File: src/rtl/ioctl_sdram_bridge.sv
// Loader-to-SDRAM write bridge: FIFO-buffers ioctl words, drives the SDRAM req/ack port and reports ROM size.
// Optional Genesis header checksum check when BRIDGE_CHECKSUM_EN is defined.
module ioctl_sdram_bridge #(
  parameter int unsigned DEPTH = 4
) (
  input  logic        iclk,
  input  logic        ireset_n,
  input  logic        iloading,
  input  logic        iwr,
  input  logic [24:0] iaddr,
  input  logic [15:0] idata,
  output logic        owait,
  output logic [23:0] oram_addr,
  output logic [15:0] oram_data,
  output logic        oram_req,
  input  logic        iram_ack,
  output logic [24:0] orom_size,
  output logic        odone,
  output logic        ooverflow,
  output logic        ochk_ok
);

  localparam int unsigned AW = (DEPTH > 1) ? $clog2(DEPTH) : 1;
  localparam int unsigned CW = AW + 1;
  localparam int unsigned EW = 40;
  localparam logic [CW-1:0] FULL_LVL = CW'(DEPTH);
  localparam logic [CW-1:0] WAIT_LVL = CW'(DEPTH - 1);

  typedef enum logic [1:0] {S_IDLE, S_LOAD, S_DRAIN, S_DONE} state_t;

  state_t        state, state_next;
  logic [EW-1:0] mem [DEPTH];
  logic [AW-1:0] wr_ptr, rd_ptr, rd_ptr_next;
  logic [CW-1:0] count, count_next, remain_c;
  logic          loading_q;
  logic          rise_c, fall_c, push_c, pop_c, drop_c, start_c, done_c;
  logic [EW-1:0] wdata_c, head_c;
  logic [24:0]   max_addr, max_base_c;

  // FIFO bookkeeping and head selection (bypass when the pushed word lands in an empty FIFO)
  always_comb begin
    rise_c      = iloading & ~loading_q;
    fall_c      = ~iloading & loading_q;
    push_c      = iwr & iloading & (count < FULL_LVL);
    drop_c      = iwr & iloading & (count == FULL_LVL);
    pop_c       = oram_req & iram_ack;
    wdata_c     = {iaddr[24:1], idata};
    rd_ptr_next = rd_ptr + AW'(pop_c);
    count_next  = count + CW'(push_c) - CW'(pop_c);
    remain_c    = count - CW'(pop_c);
    head_c      = (remain_c == '0) ? wdata_c : mem[rd_ptr_next];
    max_base_c  = start_c ? 25'd0 : max_addr;
  end

  // Download sequencing: load, drain to SDRAM, report
  always_comb begin
    state_next = state;
    start_c    = 1'b0;
    done_c     = 1'b0;
    case (state)
      S_IDLE: begin
        if (rise_c) begin
          state_next = S_LOAD;
          start_c    = 1'b1;
        end
      end
      S_LOAD: begin
        if (fall_c) state_next = S_DRAIN;
      end
      S_DRAIN: begin
        if (rise_c) begin
          state_next = S_LOAD;
          start_c    = 1'b1;
        end else if (count == '0) begin
          state_next = S_DONE;
          done_c     = 1'b1;
        end
      end
      S_DONE: begin
        if (rise_c) begin
          state_next = S_LOAD;
          start_c    = 1'b1;
        end else begin
          state_next = S_IDLE;
        end
      end
      default: state_next = S_IDLE;
    endcase
  end

  always_ff @(posedge iclk) begin
    if (!ireset_n) begin
      state     <= S_IDLE;
      loading_q <= 1'b0;
      wr_ptr    <= '0;
      rd_ptr    <= '0;
      count     <= '0;
      owait     <= 1'b0;
      oram_req  <= 1'b0;
      oram_addr <= '0;
      oram_data <= '0;
      max_addr  <= '0;
      orom_size <= '0;
      odone     <= 1'b0;
      ooverflow <= 1'b0;
    end else begin
      state     <= state_next;
      loading_q <= iloading;
      if (push_c) wr_ptr <= wr_ptr + 1'b1;
      rd_ptr    <= rd_ptr_next;
      count     <= count_next;
      // Raised one entry early so a write issued during the loader's reaction cycle still fits
      owait     <= (count_next >= WAIT_LVL);
      oram_req  <= (count_next != '0);
      {oram_addr, oram_data} <= (count_next != '0) ? head_c : '0;
      max_addr  <= (push_c && (iaddr > max_base_c)) ? iaddr : max_base_c;
      ooverflow <= (start_c ? 1'b0 : ooverflow) | drop_c;
      odone     <= done_c;
      if (done_c) orom_size <= max_addr + 25'd2;
    end
  end

  // Storage needs no reset: only entries below count are ever presented
  always_ff @(posedge iclk) begin
    if (push_c) mem[wr_ptr] <= wdata_c;
  end

`ifdef BRIDGE_CHECKSUM_EN
  logic [15:0] hdr_word, sum_word, hdr_base_c, sum_base_c;

  always_comb begin
    hdr_base_c = start_c ? 16'd0 : hdr_word;
    sum_base_c = start_c ? 16'd0 : sum_word;
  end

  // Header word at 0x18E against the 16-bit wrapping sum of everything from 0x200 on
  always_ff @(posedge iclk) begin
    if (!ireset_n) begin
      hdr_word <= '0;
      sum_word <= '0;
      ochk_ok  <= 1'b0;
    end else begin
      hdr_word <= (push_c && (iaddr == 25'h18E)) ? idata : hdr_base_c;
      sum_word <= (push_c && (iaddr >= 25'h200)) ? sum_base_c + idata : sum_base_c;
      if (start_c)     ochk_ok <= 1'b0;
      else if (done_c) ochk_ok <= (sum_word == hdr_word);
    end
  end
`else
  assign ochk_ok = 1'b0;
`endif

endmodule

File: config.mk
export PLATFORM = sky130hd
export DESIGN_NAME = ioctl_sdram_bridge
export DESIGN_NICKNAME = d
export VERILOG_FILES = /design/src/rtl/ioctl_sdram_bridge.sv
export SDC_FILE = /design/constraint.sdc
export NUM_CORES = 1
export LEC_CHECK = 0
export BUFFER_PORTS_ARGS = -buffer_cell sky130_fd_sc_hd__buf_2
export CAP_MARGIN = 25
export CORE_ASPECT_RATIO = 1.25
export CORE_MARGIN = 4
export CORE_UTILIZATION = 40
export DETAILED_ROUTE_END_ITERATION = 10
export SLEW_MARGIN = 20
export SYNTH_ARGS = -nofsm -noshare
export SYNTH_HDL_FRONTEND = slang
export SYNTH_SLANG_ARGS = --single-unit
File: constraint.sdc
create_clock -name iclk -period 7.5 [get_ports iclk]
set_input_delay 0.375 -clock iclk [delete_from_list [all_inputs] [get_ports iclk]]
set_output_delay 0.375 -clock iclk [all_outputs]
set_load 0.01 [all_outputs]
# Yosys cells after proc, flatten, opt, wreduce, memory -nomap -nowiden
# Memories as Yosys holds them, arrays and structs flattened.
# Index checks and enable logic that the tools add are counted.
# totals
register_bits	104
mem_bits_rw	160
output_inout_bits	70
word_cells	64
n_memories	1
# op_classes
addsub	6
n_lt_le_gt_ge	3
n_eq_ne	7
n_mux	17
n_bitwise	9
n_reduce_logical	8
# memory_table
memory	depth	width	read_ports	rd_ports_with_merged_regs	wr	line	source
mem	4	40	1	0	1	32	logic [EW-1:0] mem [DEPTH];
# ops
cell	n
two-way mux 25 bit	2
two-way mux 40 bit	1
adder 25 x 2 -> 25 bit, second input constant	1
greater-than comparator 25 bit	1
two-way mux 1 bit	9
two-way mux 2 bit	4
one-hot mux 2 bit (4 select lines)	1
bitwise AND 1 bit	6
logical NOT 3 bit	2
subtractor 3 x 1 -> 3 bit	2
== test 2 bit, second input constant	2
inequality test 2 bit, second input constant	2
adder 3 x 1 -> 3 bit	1
== test 3 bit, second input constant	1
>= comparator 3 x 2 -> 1 bit, second input constant	1
< comparator 3 bit, second input constant	1
inequality test 3 bit, second input constant	1
AND reduction 3 bit	1
nonzero test 3 bit	1
OR reduction 3 bit	1
adder 2 x 1 -> 2 bit	1
adder 2 x 1 -> 2 bit, second input constant	1
== test 2 x 1 -> 1 bit, second input constant	1
logical NOT 2 bit	1
other kinds (4)	5

# Longest topological paths before layout
# Gate-level depths: netlist of the first run.
# logic_depth
ltp_word	8
ltp_mapped	14
ltp_nobuf	11

# Least setup slack after synthesis of the first run
# OpenSTA, ideal clock, no wires.
# synth_timing
path_kind	input -> register
from	input port iloading
to	register max_addr[14]
setup_ps	132
arrival_time_ps	2569
required_ps	7368
slack_ps	4799
cell_stages	13
n_path_buf	3
path_cell_list	nor2b_1 nand2_1 clkbuf_1 nand2_1 ha_1 a21oi_1 o21ai_0 a2111oi_1 o2111ai_2 buf_6 buf_6 nand3_1 a21oi_1
# synth_between
elab_chain_cells	7
word_cells_on_any_way	9
cone_classes	order compare: 1; mux: 4; bitwise: 3; reduce/logical: 1
# synth_rtl
item	line	source
from (decl)	8	input logic iloading,
bitwise AND 1 bit	42	rise_c = iloading & ~loading_q;
two-way mux 1 bit	62, 71, 80	
two-way mux 1 bit	-	
two-way mux 25 bit	52	max_base_c = start_c ? 25'd0 : max_addr;
greater-than comparator 25 bit	116	max_addr <= (push_c && (iaddr > max_base_c)) ? iaddr : max_base_c;
logical AND 1 bit	116	
two-way mux 25 bit (*)	116	
to (signal assigned)	116	
to (decl)	38	logic [24:0] max_addr, max_base_c;
# Mark *: on every way between the ends. The rest lies on a longest branch, timed or not.
# A chain may end at the register's enable or synchronous reset.

# Worst setup path in the final report of the first run
# layout_timing
from	register state[1]
to	register max_addr[17]
# layout_between
elab_chain_cells	7
word_cells_on_any_way	9
cone_classes	order compare: 1; eq/ne: 2; mux: 3; reduce/logical: 3
# layout_rtl
item	line	source
from (decl)	31	state_t state, state_next;
from (signal assigned)	107	state <= state_next;
== test 2 bit or logical NOT 2 bit (tied branches)	60	case (state)
OR reduction 3 bit (no line) (*)	-	
two-way mux 1 bit (*)	-	
two-way mux 25 bit (*)	52	
greater-than comparator 25 bit	116	
logical AND 1 bit	116	
two-way mux 25 bit (*)	116	
# Marked as above.

==> results.md, run 1 <==
Synth:
- Synthesis handed over a netlist of 808 instances.
- The count of unique library cells instantiated by Yosys is 42.
- The library cell occupying the most area in the post-synthesis netlist is edfxtp_1.
- Dividing the synthesized area by the synthesized cell count gives 13.2 µm².
- The post-synth design cell area is 10,700 µm².
- The net count after synthesis is 889.
- The commonest cells after synthesis are edfxtp_1 (160), nand2_1 (126), dfxtp_1 (104), a21oi_1 (78), mux4_2 (40).
- The prevailing post-synth register cell is edfxtp_1.
- Yosys mapped a number of flops with a built-in enable equal to 160.
- By area the synthesized netlist is led by edfxtp_1 (45%), dfxtp_1 (20%), mux4_2 (8.4%).
- After synthesis the netlist holds a flip-flop and latch count of 264.
- The yosys synthesis warning count is 0.
- Counting flops with an async set or reset pin after synthesis yields a share of 0.
- The most used standard cell by instance count after synthesis is edfxtp_1.
- The share of synthesized area in the top cell type comes to 0.451.
- The sequential fraction of the synthesis area is 0.646.

Routing:
- The count of nets left with antenna violations once routing finished came out at 0.
- After detailed routing, the number of vias per cell comes to 5.15.
- The number of detailed-route iterations in the first pass is 4.
- The detailed router finished its first iteration with 378 violations.
- The total wire length after detailed routing is 22,700 µm.
- The wire length per cell after detailed routing is 17.8 µm.
- The number of design rule violations left after detail routing is 0.
- Summing over every cut layer, the via total after detailed routing is 6,583.

Cells and area:
- The repair_antennas step left the layout with diodes totalling 0.
- From synthesis to final layout, the design area changed by 18.8%.
- The final layout net count is 997.
- Fill cells in the final layout number 2,331.
- Measured on the finished design, the core utilization comes to 0.484.
- The share of cells above drive strength 1 is 0.246.

Flow run:
- The count of maximum capacitance violations is 0.

Power:
- The analysis attributes to net switching a power of 0.00125 W.
- Of the total power, the share spent switching nets is 0.292.
- IR analysis of the VDD net gives a maximum drop of 0.359 mV.
- Dividing total power by cell area gives a power density of 337 nW/µm².
- The portion of total power attributed to the clock network is 0.355.
- The portion of total power attributed to combinational logic is 0.243.
- The reported leakage power is 4.59 nW.
- The sequential share of power is 0.402.
- Internal power comes to 0.00302 W.

Clocking:
- The number of gates resized after CTS was 0.
- The number of clock sinks is 264.
- Buffers inserted to repair hold after CTS numbered 0.
- The post-CTS clock slew at the launch and capture registers of the worst setup and hold paths is 0.06 ns.
- The longest clock path from root to sink contains 3 buffers.
- TritonCTS built the clock tree.
- The clock root buffer is clkbuf_16.
- CTS built an H-tree with a depth of 1.
- Once the clock tree was built, the setup fixing pass inserted 0 buffers.
- Clock tree synthesis inserted a total of 28 buffers.
- For the worst-skew pair, the clock arrives at the later sink with an insertion delay of 0.53 ns.

Timing:
- Setup repair after global routing left no endpoint under its margin.
- The largest clock skew in the final design is 0.0105 ns.
- Subtracting the final worst setup slack from the clock period gives 3.69 ns.
- The number of setup violations in the final report is 0.
- The number of max-slew violations in the final report is 0.
- Static timing analysis puts the maximum clock frequency at 271 MHz.
- The final-report hold violation count was 0.
- For the pin with the worst max-slew slack, the measured transition is 0.955 ns.
- The worst pin sits at a relative slew slack of 0.363.
- The share of the clock period used by the worst path is 0.492.
- The total negative slack for setup checks is 0 ns.

Critical path:
- STA classifies the critical path startpoint as a flop.
- The worst-path cell with the longest stage delay is a2111oi_1.
- On the worst path, the slowest cell contributes a delay of 0.69 ns.
- On the critical path the largest part of the delay comes from compound AO/OA/AOI/OAI gates.
- The largest fanout on the critical path is 30.
- STA puts the critical path data arrival time at 4.14 ns.
- Counting both buffers and inverters, the worst setup path holds a total of 2.
- The worst setup path is captured at a flop.
- The critical path is of the reg2reg type.
- Walking the worst path, the cells encountered are inv_1, nand2_1, nand2_1, nand2_1, ha_1, a21oi_1, o21ai_0, a2111oi_1, o2111ai_4, buf_16, a21o_1, a21oi_1.
- At the worst endpoint, the required time is 7.95 ns.
- The most frequent cell on the critical path is nand2_1.

Outcome:
- The run finished with clean final reports.

Global route:
- The first global-routing pass estimated 36,400 µm of wire.
- The via count of the first global-routing pass is 6,641.
- The total overflow reported by the global router is 0.
- For this run, the total global-route usage over all layers was measured as 0.155.
- The number of antenna violations at the first check in global routing is 0.
- Entering global routing, the biggest net connects 52 pins.

Floorplanning:
- The height of the die is 191 µm.
- The boundary pin count is 116.
- From left edge to right edge, the die measures 154 µm.
- The initial utilization of the core area, before any placement, comes to 0.407.
- The standard-cell row count is 66.
- The die outline area is 29,300 µm².
- The core footprint is 26,200 µm².

Place:
- The count of buffers from port buffering is 114.
- After legalization and detailed placement, the total HPWL measured 13,900 µm.
- At the end of routability-driven placement, the weighted congestion stood at 0.778.

Min path:
- The worst hold path class is in2reg.
-- worst paths after layout --
check | startpoint | to | slack (ns) | depth (start not counted)
min reg2reg | state[1] | state[0] | 0.49 | 2
max reg2reg | state[1] | max_addr[17] | 3.81 | 12
max | state[1] | max_addr[17] | 3.81 | 12
min | idata[6] | mem[1][6] | 0.07 | 1
-- state kept, by name (all words and copies together), names as in the netlist, 2 cells and up --
name,flops
mem,160
max_addr,25
orom_size,25
oram_addr,24
oram_data,16
count,3
rd_ptr,2
state,2
wr_ptr,2
-- worst register-to-register path: stages (launching register included) --
cell       delay (ns)
dfxtp_1          0.31
inv_1            0.08
nand2_1          0.07
nand2_1          0.66
nand2_1          0.20
ha_1             0.36
a21oi_1          0.14
o21ai_0          0.09
a2111oi_1        0.69
o2111ai_4        0.40
buf_16           0.31
a21o_1           0.17
a21oi_1          0.14
-- layout by cell type (no fill, tap or decap), types with 10 or more instances in the layout --
cell type | synthesis | final
nand3_1 | 35 | 34
dfxtp_1 | 104 | 104
a21oi_1 | 78 | 78
ha_1 | 34 | 33
nand2_1 | 126 | 126
mux4_2 | 40 | 40
xnor2_1 | 14 | 14
edfxtp_1 | 160 | 160
buf_2 | 10 | 114
a211oi_1 | 20 | 20
clkbuf_16 | 0 | 29
inv_1 | 12 | 12
nand4_1 | 10 | 10
xor2_1 | 13 | 12
a21o_1 | 25 | 25
nor2_1 | 38 | 38
-- power groups by stage --
stage | clock network (W) | logic, W | registers (W)
6_report | 0.00151 | 0.00104 | 0.00172
5_1_grt | 0.00161 | 0.00116 | 0.00173
4_1_cts | 0.00154 | 0.00107 | 0.00172
3_5_place_dp | 0 | 0.00107 | 0.00175
3_3_place_gp | 0 | 0.00105 | 0.00175
2_1_floorplan | 0 | 0.000699 | 0.00177
-- kinds of logic (layout without fill, tap and decap cells) --
group | count (synthesis) | count (layout) | share of synthesized area
flip-flops | 264 | 264 | 0.646
AND/OR/NAND/NOR | 240 | 240 | 0.0996
AO/OA/AOI/OAI | 139 | 139 | 0.0792
buffers and inverters | 59 | 189 | 0.0237
multiplexers | 43 | 43 | 0.0873
adder cells (fa/ha/maj) | 35 | 35 | 0.0418
XOR/XNOR | 27 | 27 | 0.0222
other | 1 | 1 | 0.000352
-- stage by stage --
| stage | hold slack, ns | setup WS (ns) | area [µm²] | power, W | cells |
|---|---|---|---|---|---|
| after floorplan | 0.455 | 4.80 | 10700 | 0.00247 | 808 |
| after global placement | 0.468 | 3.46 | 11600 | 0.00280 | 1225 |
| after detailed placement | 0.482 | 3.57 | 11600 | 0.00281 | 1226 |
| after CTS | 0.0472 | 3.77 | 12700 | 0.00433 | 1278 |
| after global routing | 0.0649 | 3.42 | 12700 | 0.00450 | 1278 |
| final | 0.0686 | 3.81 | 12700 | 0.00427 | 1278 |
-- final cells by class --
cell class | instances | area [µm²] | share of cell area
Multi-Input combinational cell | 485 | 3610 | 0.285
Tap cell | 340 | 425 | 0.0336
Inverter | 13 | 48.8 | 0.00385
Clock inverter | 19 | 265 | 0.0209
Timing Repair Buffer | 124 | 666 | 0.0525
Clock buffer | 33 | 771 | 0.0608
Sequential cell | 264 | 6890 | 0.543
-- metal layers --
metal	GRT usage	up-vias	share of wire
li1	-	3185	-
met2	0.262	162	0.49
met3	0.0250	34	0.059
met1	0.212	3202	0.44
met5	0	-	0
met4	0.0326	0	0.015
(Power assumes the default switching activity.)
==> inputs of run 2 (changes only) <==
clock period = 3.6 ns   (was 7.5 ns; I/O delays follow)
==> run 2 against run 1 <==
Compared with the run above:
- non-clock buffer count up 48
- clock skew up 0.0058 ns
- die area unchanged
- cell count up 3.6%
- sequential share of layout area down 1.2 points
- total power up 98%
- sequential power up 110%
- utilization up 1.1 points
- first-iteration DRC count down 12%
- critical path type is now in2reg
- critical endpoint is now max_addr[23]
- highest routed layer unchanged
==> results.md, run 2 (synthesis results as in run 1) <==
Place:
- The setup slack after placement is 0.649 ns.
- Routability-driven placement finished with a final weighted congestion of 0.780.
- The placed wire-length estimate after detailed placement is 14,300 µm.
- Port buffering added 114 buffers.

Clocking:
- The CTS buffer count is 27.
- The CTS tree is done.
- In this run the number of H-tree levels came out at 1.
- Post-CTS repair changed the size of 0 cells.
- The clock root buffer is clkbuf_16.
- The number of clock sinks is 264.
- Counting along the longest clock path gives a buffer depth of 3.
- At the later pin of the worst-skew pair, clock insertion delay measures 0.53 ns.
- The post-CTS clock slew at the launch and capture registers of the worst setup and hold paths is 0.06 ns.

Floorplanning:
- The boundary pin count is 116.
- The height of the die is 191 µm.
- The die outline area is 29,300 µm².
- The initial cell density of the core is 0.407.
- Measured along the x axis, the die boundary spans 154 µm.
- The core footprint is 26,200 µm².
- The initialized floorplan defines 66 standard-cell rows.

Cells and area:
- The share of cells above drive strength 1 is 0.229.
- The number of antenna repair diodes is 0.
- Leaving out fill and tap cells, the most frequent cell in the layout is edfxtp_1.
- The area growth from synthesis to final layout is 21.6%.
- The largest registers in the layout are mem (160), max_addr (25), orom_size (25).
- The register with the most flip-flops in the layout has 160 of them.
- The register containing the most flip-flops in the final layout is mem.
- The filler cells instantiated in the layout total 2,330.
- The area used by multi-input combinational logic is 3610 µm².
- The final layout net count is 1,044.
- In the final layout, flip-flops and latches occupy 6890 µm².
- The top cell types in the final layout, fill and taps aside, are edfxtp_1 (160), nand2_1 (126), buf_2 (114), dfxtp_1 (104), a21oi_1 (78).

Min path:
- The tightest min-delay check is of the in2reg type.
- The startpoint of the most critical hold path is ireset_n.

Routing:
- The number of design-rule violations left by the first detailed-router iteration is 332.
- The final antenna-violating net count is 0.
- Using the TritonRoute via totals, the vias-per-cell ratio works out to 5.02.
- The first TritonRoute pass finished after 4 iterations.
- Across all layers, the routed design uses 6,647 vias.
- The number of design rule violations left after detail routing is 0.
- The wire length per cell after detailed routing is 17.3 µm.
- The total wire length after detailed routing is 22,800 µm.

Critical path:
- Along the worst path, the maximum fanout reaches 25.
- Tracing the worst setup path back leads to its startpoint at iloading.
- The category of the worst setup path launch point is an input port.
- The startpoint identified for the worst register-to-register timing path is state[1].
- The worst setup path is captured at a flop.
- The setup path with the least slack is of type in2reg.
- The worst path required time is 3.98 ns.
- At the worst endpoint, the arrival time is 3.34 ns.

Power:
- The design draws 0.00847 W.
- For this design the ratio of total power to cell area is 653 nW/µm².
- For this design the static power due to leakage is 4.69 nW.
- The maximum vdd drop is 0.395 mV.

Timing:
- The smallest hold slack is 0.0542 ns.
- For the final database, setup skew stands at 0.0163 ns.
- The final-report hold violation count came to 0.
- The worst path meets setup with 0.645 ns of slack.
- Adding up every negative setup slack in the final design gives 0 ns.
- The timing-limited maximum frequency is 338 MHz.
- For the pin with the worst max-slew slack, the measured transition is 0.905 ns.
- Headroom to the max-slew limit came out at 0.397.
- The final critical-path required period is 2.96 ns.
- The number of max-slew violations in the final report is 0.
- In the finished design, the share of the clock period the worst path needs comes to 0.821.
- Setup repair after global routing left no endpoint under its margin.
- Setup violations remaining at the end of the flow were counted as 0.

Flow run:
- The count of maximum capacitance violations is 0.

Global route:
- The all-layer global routing usage is 0.157.
- The number of antenna violations at the first check in global routing is 0.
- The first global-routing pass estimated 37,300 µm of wire.
- Entering global routing, the biggest net connects 52 pins.
- The via count of the first global-routing pass is 6,707.
- The total overflow reported by the global router is 0.

Outcome:
- The run finished with clean final reports.
## run 2: cell count changes in the layout (fill, tap and decap cells not counted), sizes merged
cell	delta
clkbuf	+1
buf	+6
bufinv	-5
dlygate4sd3	+42
clkinvlp	+2
## run 2: layout make-up
| cell class | count | share of cell area |
|---|---|---|
| inverter | 13 | 0.00376 |
| timing repair buffer | 172 | 0.0895 |
| sequential | 264 | 0.531 |
| tap | 340 | 0.0328 |
| clock buffer | 34 | 0.0557 |
| clock inverter | 16 | 0.00878 |
| multi-input combinational | 485 | 0.278 |
## run 2: worst paths after layout
check	end	slack [ns]	cells past startpoint
worst max register to register	max_addr[23]	0.66	13
worst max-delay path	max_addr[23]	0.64	14
worst min-delay path	max_addr[0]	0.05	3
worst min register to register	state[0]	0.48	2
## run 2: where the power goes
| part | internal (W) | switching [W] | leakage, nW |
|---|---|---|---|
| registers | 0.00348 | 0.0000989 | 2.30 |
| logic | 0.000937 | 0.00134 | 1.99 |
| clock network | 0.00149 | 0.00112 | 0.402 |
| total | 0.00590 | 0.00256 | 4.69 |
## run 2: timing repair
item	CTS	global route
hold buffers	42	0
hold endpoints to repair	225	0
buffers inserted	0	0
## run 2: worst max-delay path, stage by stage
cell	delay, ns
dlygate4sd3_1	0.53
buf_2	0.13
nor2b_1	0.15
nand2_1	0.09
buf_4	0.28
nand2_1	0.12
ha_1	0.32
nand4_1	0.15
nor4_2	0.49
nand2_1	0.17
o2111ai_4	0.30
buf_4	0.23
a21o_1	0.12
a21oi_1	0.06
## run 2: routing by layer
metal  wire, µm  part of all wire  GRT usage  up-vias
met5          0                 0          0        -
met4        305             0.013     0.0299        0
met3       1150             0.050     0.0232       27
met2      11000              0.48      0.261      155
met1      10400              0.46      0.222     3188
li1           -                 -          -     3277
## run 2: per-stage QoR
stage	utilization	instances	instance area (µm²)
2_1_floorplan	-	808	10700
3_3_place_gp	0.447	1232	11700
3_5_place_dp	0.447	1232	11700
4_1_cts	0.495	1324	13000
5_1_grt	0.495	1324	13000
6_report	0.495	1324	13000
